## config.mk

```make
export PLATFORM = sky130hd
export DESIGN_NAME = truth_table_sweeper
export DESIGN_NICKNAME = d
export VERILOG_FILES = /design/src/rtl/truth_table_sweeper.sv
export SDC_FILE = /design/constraint.sdc
export NUM_CORES = 1
export LEC_CHECK = 0
export CAP_MARGIN = 20
export CORE_MARGIN = 2
export CORE_UTILIZATION = 40
export CTS_CLUSTER_DIAMETER = 120
export CTS_CLUSTER_SIZE = 20
export DETAILED_ROUTE_END_ITERATION = 10
export PLACE_DENSITY = 0.72
export RECOVER_POWER = 25
export SETUP_SLACK_MARGIN = 0.15
export SYNTH_ARGS = -nofsm -noshare
export SYNTH_HDL_FRONTEND = slang
export SYNTH_SLANG_ARGS = --single-unit
```

## constraint.sdc

```tcl
create_clock -name clk -period 4.4 [get_ports clk]
set_input_delay 0.88 -clock clk [delete_from_list [all_inputs] [get_ports clk]]
set_output_delay 0.88 -clock clk [all_outputs]
set_load 0.01 [all_outputs]
```

## src/rtl/truth_table_sweeper.sv

```systemverilog
// Sequences a 4-input function block through all 16 input vectors, captures its
// truth table and scores it against an expected mask.
module truth_table_sweeper #(
    parameter int unsigned SETTLE_CYCLES = 2,
    parameter logic [15:0] EXPECTED      = 16'hDCDC
) (
    input  logic        clk,
    input  logic        rst,
    input  logic        start,
    input  logic        abort,
    input  logic        f_in,
    output logic [3:0]  abcd_out,
    output logic        busy,
    output logic        done,
    output logic [15:0] captured,
    output logic        mismatch,
    output logic [4:0]  fail_count,
    output logic [3:0]  first_fail_idx
);

    localparam int unsigned IDX_W = 4;
    localparam int unsigned CNT_W = 4;
    localparam int unsigned FC_W  = 5;
    localparam logic [IDX_W-1:0] LAST_IDX   = IDX_W'(15);
    localparam logic [CNT_W-1:0] SETTLE_END = CNT_W'(SETTLE_CYCLES - 1);

    typedef enum logic [1:0] {IDLE, SETTLE, SAMPLE, DONE} state_t;

    state_t            state;
    logic [IDX_W-1:0]  idx;
    logic [CNT_W-1:0]  settle_cnt;
    logic              bit_fail_c;
    logic [FC_W-1:0]   fail_next_c;

    // Score of the vector being sampled this cycle; the updated count feeds mismatch.
    assign bit_fail_c  = (f_in != EXPECTED[idx]);
    assign fail_next_c = fail_count + FC_W'(bit_fail_c);

    always_ff @(posedge clk) begin
        if (rst) begin
            state          <= IDLE;
            idx            <= '0;
            settle_cnt     <= '0;
            abcd_out       <= '0;
            busy           <= 1'b0;
            done           <= 1'b0;
            captured       <= '0;
            mismatch       <= 1'b0;
            fail_count     <= '0;
            first_fail_idx <= '0;
        end else if (abort && state != IDLE) begin
            // Partial captured/fail_count are left visible until the next start.
            state    <= IDLE;
            abcd_out <= '0;
            busy     <= 1'b0;
            done     <= 1'b0;
        end else begin
            case (state)
                IDLE: begin
                    done     <= 1'b0;
                    abcd_out <= '0;
                    if (start && !abort) begin
                        idx            <= '0;
                        settle_cnt     <= '0;
                        captured       <= '0;
                        fail_count     <= '0;
                        first_fail_idx <= '0;
                        mismatch       <= 1'b0;
                        busy           <= 1'b1;
                        state          <= SETTLE;
                    end
                end
                SETTLE: begin
                    settle_cnt <= settle_cnt + CNT_W'(1);
                    if (settle_cnt == SETTLE_END) begin
                        state <= SAMPLE;
                    end
                end
                SAMPLE: begin
                    captured[idx] <= f_in;
                    fail_count    <= fail_next_c;
                    if (bit_fail_c && fail_count == '0) begin
                        first_fail_idx <= idx;
                    end
                    if (idx == LAST_IDX) begin
                        abcd_out <= '0;
                        busy     <= 1'b0;
                        done     <= 1'b1;
                        mismatch <= (fail_next_c != '0);
                        state    <= DONE;
                    end else begin
                        idx        <= idx + IDX_W'(1);
                        abcd_out   <= idx + IDX_W'(1);
                        settle_cnt <= '0;
                        state      <= SETTLE;
                    end
                end
                DONE: begin
                    done  <= 1'b0;
                    state <= IDLE;
                end
                default: state <= IDLE;
            endcase
        end
    end

endmodule
```

# After elaboration in Yosys (flattened, before gate mapping)
# Memory sizes are Yosys's and may differ from the RTL's. A register that Yosys moved wholly into a read port is not among the register bits.
# Index checks and enable logic that the tools add are counted.
# W data, S select, Z words.
dict set report totals {
  memories 1
  inputBits 5
  register_bits 42
  rom_bits 16
  output_inout_bits 32
  ramBits 0
  latchBits 0
}
# name depth word_bits rd rd_clocked_by_memory_dff wr line
set mem_list {}
lappend mem_list {{(no name shown)} 16 1 1 1 0 36} ;# assign bit_fail_c = (f_in != EXPECTED[idx]);
dict set report classes {
  n_lt_le_gt_ge 2
  eq_ne 11
  n_mux 31
  shifts 0
  reduce_logical 22
  bitwise 1
  add_sub_neg 3
  n_div 0
  n_mul 0
}
# op n
set ops {}
lappend ops {{$pmux W16 S2} 1}
lappend ops {{$mux W4} 7}
lappend ops {{$pmux W4 S2} 3}
lappend ops {{$bwmux W16} 1}
lappend ops {{$mux W16} 1}
lappend ops {{$reduce_and A4 Y1} 4}
lappend ops {{$pmux W4 S3} 1}
lappend ops {{$ne A2 B2 Y1 const B} 5}
lappend ops {{$pmux W5 S2} 1}
lappend ops {{$add A4 B1 Y4 const B} 2}
lappend ops {{$pmux W2 S4} 1}
lappend ops {{$mux W1} 7}
lappend ops {{$mux W2} 3}
lappend ops {{$pmux W1 S2} 3}
lappend ops {{$reduce_and A3 Y1} 2}
lappend ops {{$reduce_bool A2 Y1} 3}
lappend ops {{$add A5 B1 Y5} 1}
lappend ops {{$logic_not A5 Y1} 1}
lappend ops {{$lt A4 B5 Y1 const B} 1}
lappend ops {{$mux W5} 1}
lappend ops {{$reduce_bool A5 Y1} 1}
lappend ops {{$demux W1 S4} 1}
lappend ops {{$eq A2 B2 Y1 const B} 2}
lappend ops {{$eq A4 B1 Y1 const B} 1}
lappend ops {{other kinds (11)} 16}

# Longest topological paths before layout
# Gate-level depths: netlist (run 1).
dict set report logic_depth {
  ltp_word 7
  depth_mapped 8
  mapped_depth_nobuf 7
}

# Worst setup path before layout (run 1)
# OpenSTA, ideal clock, no wires.
dict set report synth_timing {
  path_kind {input -> register}
  start {input abort}
  end {register fail_count[2]}
  slack_ns 2.291
  t_arrival_ns 2.039
  cell_stages 5
  t_required_ns 4.330
  n_path_buf 2
  path_cell_list {clkbuf_1 > or3_1 > clkbuf_1 > or3b_1 > a21oi_1}
}
dict set report synth_via {
  elab_chain_len 4
  elab_cells_between_ends 6
  classes_between {eq/ne: 1; bitwise: 1; reduce/logical: 4}
}
# item line
set synth_lines {}
lappend synth_lines {{start: declaration} 10} ;# input logic abort,
lappend synth_lines {{$logic_not A1 Y1} 62} ;# if (start && !abort) begin
lappend synth_lines {{$logic_and A1 B1 Y1} 62}
lappend synth_lines {{$ne A2 B2 Y1 (no source line)} --}
lappend synth_lines {{$reduce_and A3 Y1 (no source line) (*)} --}
lappend synth_lines {{end signal: assignment} 81} ;# fail_count <= fail_next_c;
lappend synth_lines {{end: declaration} 17} ;# output logic [4:0] fail_count,
# Every way passes the cells marked *; elsewhere a longest branch is shown, timed or not.
# A chain may end at the register's enable or synchronous reset.

# Final worst setup path (run 1)
dict set report layout_timing {
  start {register state[0]}
  end {register first_fail_idx[0]}
}
dict set report layout_via {
  elab_chain_len 4
  elab_cells_between_ends 10
  classes_between {eq/ne: 3; mux: 1; bitwise: 1; reduce/logical: 5}
}
# item line
set layout_lines {}
lappend layout_lines {{start: declaration} 29} ;# state_t state;
lappend layout_lines {{start signal: assignment} 41} ;# state <= IDLE;
lappend layout_lines {{start signal: assignment} 53} ;# state <= IDLE;
lappend layout_lines {{start signal: assignment} 70} ;# state <= SETTLE;
lappend layout_lines {{branches (longest 4 deep; another with $reduce_and A4 Y1)} --}
lappend layout_lines {{end signal: assignment} 83} ;# first_fail_idx <= idx;
lappend layout_lines {{end: declaration} 18} ;# output logic [3:0] first_fail_idx
# Parallel ways; which one is timed is not known.

==> impl.org, run 1 <==
** Clock network
- Post-CTS repair changed the size of 0 cells.
- Clock-pin slew was measured on the worst setup and hold paths at approximately 80 ps.
- TritonCTS clock tree :: done
- Clock tree root buffer cell :: clkbuf_8
- Clock Tree Buf Depth :: 2
- Quantity of hold-fixing buffers added after cts :: 0
- The clock drives 43 sinks.
- Source-to-sink clock delay at the later pin of the worst-skew pair :: ~300 ps
- Buffers inserted by post-CTS timing repair :: 0
- Depth of the CTS H-tree :: 2
- TritonCTS buffer count :: 5

** Timing
- Number of hold-slack violations in the final timing report :: 0
- The max-slew violation count came to 0.
- In the finished design, the share of the clock period the worst path needs comes to 63.08%.
- Period minus WS final :: 2775 ps
- In this run the tightest slew margin relative to its limit is 31.36%.
- The tightest hold path in the finished design has a slack of around 470 ps.
- Transition at the pin with the smallest max-transition slack :: approximately 1000 ps
- Worst Clk Skew :: approximately 7.9 ps
- After routing, the total negative slack on setup checks comes to 0 ps.
- For this run, the top clock speed supported by timing is 0.3603 GHz.
- Setup repair after global routing missed its margin :: false
- Setup violations remaining at the end of the flow were counted as 0.

** Die
- Top-level I/O count :: 37
- Starting utilization of the core area :: 42.19%
- In this run the core area contains 26 standard-cell rows.
- Core footprint :: between 0.005 and 0.006 mm²
- From bottom edge to top edge, the die measures ~78 µm.
- The die covers 0.006062 mm².
- From left edge to right edge, the die measures 77.86 µm.

** Critical path
- Among all stages on the critical path, the largest delay is contributed by or3_1.
- The critical path in this run is classified as register to register.
- Data on the critical path is required at its endpoint by 4640 ps.
- Most frequent cell on the critical path :: inv_1
- Longest individual stage delay on the worst path :: ~600 ps
- Largest driver fanout on the critical path :: 24
- For the worst flop-to-flop path, the logic depth is 6.
- STA puts the critical path data arrival time at 3010 ps.
- The worst setup path is captured at a register.
- Cells along the critical path :: inv_1 > ha_1 > inv_1 > or3_1 > nor3_1 > a22o_1
- The worst setup path is launched from a register.

** Drt
- Once detail routing completed, the nets flagged for antenna violations numbered 0.
- In this run, the number of DRC markers left after iteration 0 of detailed routing was roughly 140.
- Wires add up to 5.153 mm.
- Initial DRT Pass Iterations :: 4
- Detailed routing placed a total of 2.327 mm of wire on met2.
- The detailed router put a total of 2.508 mm of wire on met1.
- In this run the top signal layer used is met4.
- Average via count per standard cell :: 5.587
- For this block, the via count after detailed routing is 2000.
- After detailed routing, the number of remaining DRC violations is 0.
- Detailed routing placed a total of 252 µm of wire on met3.
- Post-detailed-route wirelength per cell :: 14.39 µm

** Finish
- Final cell utilization of the core :: 50.63%
- Layout overhead on the synthesized area :: 20.01%
- Cells with a size suffix above 1 make up under 10% of the layout.
- Once layout is complete, the cells apart from fillers number 358.
- Fill cells in the final layout number ~500.
- For this run, the post-layout net count is 304.
- Number of diodes :: 0

** Global routing
- Entering global routing, the biggest net connects 25 pins.
- The number of global-route vias before repair came to 1828.
- Overall global routing resource usage :: between 10% and 20%
- The total overflow left after global routing is 0.
- The first global-routing pass estimated 8.700 mm of wire.
- Antenna violations before repair :: 0

** Place
- Summed over all nets, the half-perimeter wirelength after detailed placement is 3.460 mm.
- Port buffering added 36 buffers.
- Including well taps, the total number of placed cells is 350.
- Gp weighted congestion :: around 0.77

** Min path
- Hold Path Class :: register to register
- The worst hold path passes through 2 cells.

** Status
- Result of the run :: completed

** Flow run
- The tool flagged a number of max-cap violations equal to 0.

** Yosys
- The number of nets in the synthesized netlist is 283.
- Total standard cell area after synthesis :: around 0.0022 mm²
- Fraction of synthesized cell area taken by the top area cell type :: 39.45%
- Number of cells produced by synthesis :: 266
- The number of different library cells used by synthesis comes to 43.
- For this run, the number of Yosys warnings is 0.
- Average instance area after synthesis :: a little over 8 µm²
- Register area share after synthesis :: 39.45%
- Area contributors post-synth :: dfxtp_1, a21oi_1, ha_1
- The synthesized design contains 43 register bits.
- Summed over all instances, the cell type with the most area after synthesis is dfxtp_1.

** Power
- Total power density per cell area :: between 300 and 400 mW/mm²
- VDD sags by at most 0.1789 mV.
- In this run the static leakage power is 1.005 nW.
[through the flow]
step / area (µm²) / power (mW) / setup WS, ps
final: 2619 / 0.8811 / 1625
after global routing: 2619 / 0.9329 / 1309
after CTS: 2619 / 0.8816 / 1668
after detailed placement: 2535 / 0.6384 / 1552
after global placement: 2535 / 0.6335 / 1614
after floorplan: 2182 / 0.5911 / 2291
[cell usage in the layout, fill, tap and decap left out, types with 8 or more instances in the layout]
master and instances:
a21oi_1 45, clkdlybuf4s50_1 18, dfxtp_1 43, dlygate4sd3_1 18, ha_1 12, inv_1 8
nand2_1 8, nand3_1 25, nor2_1 15, o21ai_0 19
[routing by layer]
metal  track usage [%]  up-vias
met3             4.302        9
met4             7.500        0
li1                  -      995
met1             23.40      945
met5                 0        -
met2             27.59       51
[kinds of logic (layout without fill, tap and decap cells)]
group                    after synthesis  in the layout  share of synthesized area [%]
AND/OR/NAND/NOR                       81             81                          19.84
adder cells (fa/ha/maj)               12             12                          6.881
multiplexers                           1              1                         0.4587
flip-flops                            43             43                          39.45
AO/OA/AOI/OAI                         96             96                          26.49
XOR/XNOR                               2              2                         0.8029
buffers and inverters                 31             53                          6.078
[flip-flops by register name (all words and copies together) (netlist names), named ones only]
| name | flops |
|---|---|
| first_fail_idx | 4 |
| state | 2 |
| done | 1 |
| captured | 16 |
| settle_cnt | 4 |
| busy | 1 |
| idx | 4 |
| fail_count | 5 |
| mismatch | 1 |
| abcd_out | 4 |
[synth_stat cells]
cell type  number
a211oi_1        4
a21boi_0        3
a21o_1          4
a21oi_1        45
a22o_1          4
a22oi_1         2
a2bb2oi_1       1
a311oi_1        1
a31oi_1         3
a32o_1          1
a32oi_1         1
and2_1          3
and3_1          3
and4_1          1
buf_1           3
buf_2           4
buf_4           2
clkbuf_1       11
clkbuf_2        3
dfxtp_1        43
ha_1           12
inv_1           8
mux2i_1         1
nand2_1         8
nand2b_1        4
nand3_1        25
nand4_1         2
nor2_1         15
nor2b_1         4
nor3_1          5
nor3_2          1
o211ai_1        1
o21ai_0        19
o21ba_2         3
o21bai_1        2
o32ai_1         1
o41ai_1         1
or2_2           2
or3_1           2
or3b_1          1
or3b_2          5
xnor2_1         1
xor2_1          1
[power breakdown]
group / internal, mW / leakage (nW) / switching, mW
logic: 0.0794 / 0.610 / 0.136
clock network: 0.109 / 0.0477 / 0.140
registers: 0.402 / 0.347 / 0.0154
total: 0.590 / 1.00 / 0.291
[worst max-delay path, delay by kind of cell, from the launching register on]
kind                       cells  cell delay, ps
and+or+nand+nor                2            1030
AOI/OAI and AO/OA              1             200
adders and majority gates      1             510
buffers and inverters          2             600
DFF                            1             370
[cell type report]
cell class	instances	area (µm²)	share of cell area, %
clock buffer	5	68.82	2.628
clock inverter	3	15.01	0.5733
inverter	8	30.03	1.147
multi-input combinational	192	1189	45.39
sequential	43	860.8	32.87
tap	70	87.58	3.344
timing repair buffer	37	367.9	14.05
[final timing paths]
check / start / endpoint / slack (ps)
worst min-delay path: captured[12] / captured[12] / 470
worst max-delay path: state[0] / first_fail_idx[0] / 1620
worst max register to register: state[0] / first_fail_idx[0] / 1620
worst min register to register: captured[12] / captured[12] / 470
No activity file was read; power rests on OpenSTA's default activity.
==> run 2, diff against run 1 <==
--- a/config.mk
+++ b/config.mk
@@ -11,7 +11,7 @@
 export CTS_CLUSTER_DIAMETER = 120
 export CTS_CLUSTER_SIZE = 20
 export DETAILED_ROUTE_END_ITERATION = 10
-export PLACE_DENSITY = 0.72
+export PLACE_DENSITY = 0.74
 export RECOVER_POWER = 25
 export SETUP_SLACK_MARGIN = 0.15
 export SYNTH_ARGS = -nofsm -noshare
==> constraint.sdc (replaced) <==
create_clock -name clk -period 2.26 [get_ports clk]
set_input_delay 0.452 -clock clk [delete_from_list [all_inputs] [get_ports clk]]
set_output_delay 0.452 -clock clk [all_outputs]
set_load 0.01 [all_outputs]
==> run 2 against run 1 <==
  * Die area is the same
  * Sequential share of layout area down 1.5 points
  * Count of clock-buffer cells in the layout unchanged
  * Sequential power rose by 94%
  * Worst hold slack gained 0.85 ps
  * Largest cell class unchanged
==> impl.org, run 2 (synthesized netlist as in run 1, its figures left out) <==
** Status
- Result of the run: completed (unchanged).

** Drt
- Total DRC errors in the routed layout :: 0 (unchanged)
- The iteration-0 DRC count of the detailed router was 185 (was 139).
- The detailed-route wire length is 5.368 mm (was 5.153 mm).
- Average via count per standard cell :: 5.543 (was 5.587)
- The routed length per instance came to 14.43 µm (was 14.39 µm).
- The post-detailed-route count of antenna-violating nets came to 0 (unchanged).
- Initial DRT Pass Iterations :: 4 (unchanged)
- Total vias in the final route :: 2062 (was 2000)

** Die
- Core footprint :: 0.005172 mm² (unchanged)
- The horizontal die dimension was 77.86 µm (unchanged).
- The y dimension of the die was 77.86 µm (unchanged).
- The effective utilization at floorplan came to 42.19% (unchanged).
- The I/O pin total came to 37 (unchanged).
- The full die area was 0.006062 mm² (unchanged).
- Standard-cell rows :: 26 (unchanged)

** Timing
- The total negative setup slack is 0 ps (unchanged).
- Transition at the pin with the smallest max-transition slack :: 569.4 ps (was 1024 ps)
- The count of endpoints failing hold in the final timing report is 0 (unchanged).
- The worst slew margin relative to its limit came to 61.96% (was 31.36%).
- The maximum frequency from static timing analysis was 0.5016 GHz (was 0.3603 GHz).
- The number of setup violations in the final report was 0 (unchanged).
- Period minus WS final :: 1993 ps (was 2775 ps)
- Setup repair after global routing missed its margin :: false (unchanged)
- Worst Clk Skew :: 10.96 ps (was 7.923 ps)
- Max Slew Vio Count :: 0 (unchanged)
- Final critical-path share of the clock period :: 88.21% (was 63.08%)

** Power
- Power Total :: 1.765 mW (was 881.1 µW)
- Static leakage :: 1.053 nW (was 1.005 nW)
- The maximum resistive drop on vdd was 0.3691 mV (was 0.1789 mV).
- The power density normalized to cell area was 644.2 mW/mm² (was 336.5 mW/mm²).

** Finish
- Most common cell after layout, fill and taps aside :: a21oi_1 (unchanged)
- The combined flip-flop and latch cell area was 860.8 µm² (unchanged).
- Biggest regs: captured x16, fail_count x5 (unchanged).
- Leading cell types in the layout, fill and taps excluded :: a21oi_1, dfxtp_1, nand3_1, clkdlybuf4s50_1, o21ai_0 (was a21oi_1, dfxtp_1, nand3_1, o21ai_0)
- Layout overhead on the synthesized area :: 25.57% (was 20.01%)
- The number of diodes added for antenna fixing was 0 (unchanged).
- The share of final-layout standard cells stronger than drive strength 1 is 12.25% (was 6.944%).
- Post-layout nets :: 318 (was 304)
- Max FFs per register :: 16 (unchanged)
- Number of inserted filler cells in the final layout :: 481 (was 489)
- The most flop-heavy register was captured (unchanged).
- The multi-input combinational cell area is 0.001202 mm² (was 0.001189 mm²).

** Critical path
- Capturing element type of the critical path :: register (unchanged)
- Req. time, crit path :: 2470 ps (was 4640 ps)
- The largest fanout on the critical path came to 7 (was 24).
- The critical path class is register to register (unchanged).
- Critical Path Source Type :: register (unchanged)
- The signal arrival time at the worst endpoint is 2200 ps (was 3010 ps).

** Clock network
- The insertion delay of the later-clocked pin in the worst-skew pair was 310 ps (was 300 ps).
- Sinks on the clock net :: 43 (unchanged)
- The number of buffers added by the clock tree synthesis step was 5 (unchanged).
- The maximum number of buffers from clock root to sink came to 2 (unchanged).
- The clock transition at the registers of the reported paths was 90 ps (was 80 ps).
- The clock tree from TritonCTS was done (unchanged).
- The number of buffers added to fix hold violations after cts is 0 (unchanged).
- The H-tree depth was 2 (unchanged).
- The root buffer selected by CTS was clkbuf_8 (unchanged).

** Min path
- Hold Path Class :: register to register (unchanged)

** Global routing
- Global-route wire length before repair :: 9.121 mm (was 8.700 mm)
- Antenna violations before repair :: 0 (unchanged)
- Maximum number of pins on one net before global-route repair :: 24 (was 25)
- Remaining Overflow, GRT :: 0 (unchanged)
- The global-route total usage across every layer came to 18.66% (was 17.75%).
- Via count of the first global-routing pass :: 1887 (was 1828)

** Place
- DP Wirelength :: 3.750 mm (was 3.460 mm)
- The number of port buffers was 36 (unchanged).
- The weighted congestion reported at the end of routability-driven placement was 0.8636 (was 0.7726).

** Flow run
- Max cap viols :: 0 (unchanged)
## run 2: critical path, stage by stage, from the launching register on
cell	delay (ps)
dfxtp_1	410
inv_1	90
ha_2	240
mux2i_2	200
or3b_2	500
a32o_1	240
o32ai_2	210
## run 2: per-stage QoR
step | hold slack [ps] | worst slack, ps | instance area, µm² | utilization, % | cells
after global placement | 455.8 | 97.95 | 2633 | 50.90 | 363
after global routing | 495.6 | 152.6 | 2740 | 52.98 | 372
after detailed placement | 462.7 | 27.63 | 2633 | 50.90 | 363
after CTS | 474.6 | 175.7 | 2724 | 52.66 | 371
final | 472.8 | 266.5 | 2740 | 52.98 | 372
after floorplan | 453.4 | 310.4 | 2182 | - | 266
## run 2: what timing repair did
| action | 4_1_cts | 5_1_grt |
|---|---|---|
| pin swaps | 0 | 1 |
| gates resized for setup | 1 | 2 |
| setup endpoints to repair | 1 | 2 |
| cloned | 0 | 0 |
| endpoints found under the hold margin | 0 | 0 |
| buffers inserted | 0 | 1 |
## run 2: layout make-up
cell class                 instances  share of cell area (%)
timing repair buffer              51                   17.17
clock inverter                     3                  0.7306
multi-input combinational        192                   43.88
tap                               70                   3.196
clock buffer                       5                   2.511
sequential                        43                   31.42
inverter                           8                   1.096
## run 2: worst paths after layout
path | start | endpoint | slack, ps | depth (start not counted)
setup / recovery | state[0] | register | 270 | 6
hold / removal | captured[3] | captured[3] | 470 | 2
setup reg to reg | state[0] | register | 270 | 6
hold reg to reg | captured[3] | captured[3] | 470 | 2
## run 2: power by group
group / switching [mW] / total, mW / internal (mW)
logic: 0.277 / 0.461 / 0.184
clock network: 0.279 / 0.494 / 0.215
registers: 0.0272 / 0.810 / 0.783
## run 2: metal layers
layer | wire length [µm] | vias to the layer above | GRT usage, %
li1 | - | 1021 | -
met1 | 2409 | 962 | 24.62
met2 | 2484 | 67 | 29.40
met3 | 337 | 12 | 4.419
met4 | 136 | 0 | 7.143
met5 | 0 | - | 0
==> run 3, diff against run 2 <==
--- a/config.mk
+++ b/config.mk
@@ -14,6 +14,7 @@
 export PLACE_DENSITY = 0.74
 export RECOVER_POWER = 25
 export SETUP_SLACK_MARGIN = 0.15
+export SLEW_MARGIN = 20
 export SYNTH_ARGS = -nofsm -noshare
 export SYNTH_HDL_FRONTEND = slang
 export SYNTH_SLANG_ARGS = --single-unit
==> results of run 3 <==
The final DEF is identical to that of run 2; final timing and power are the same.
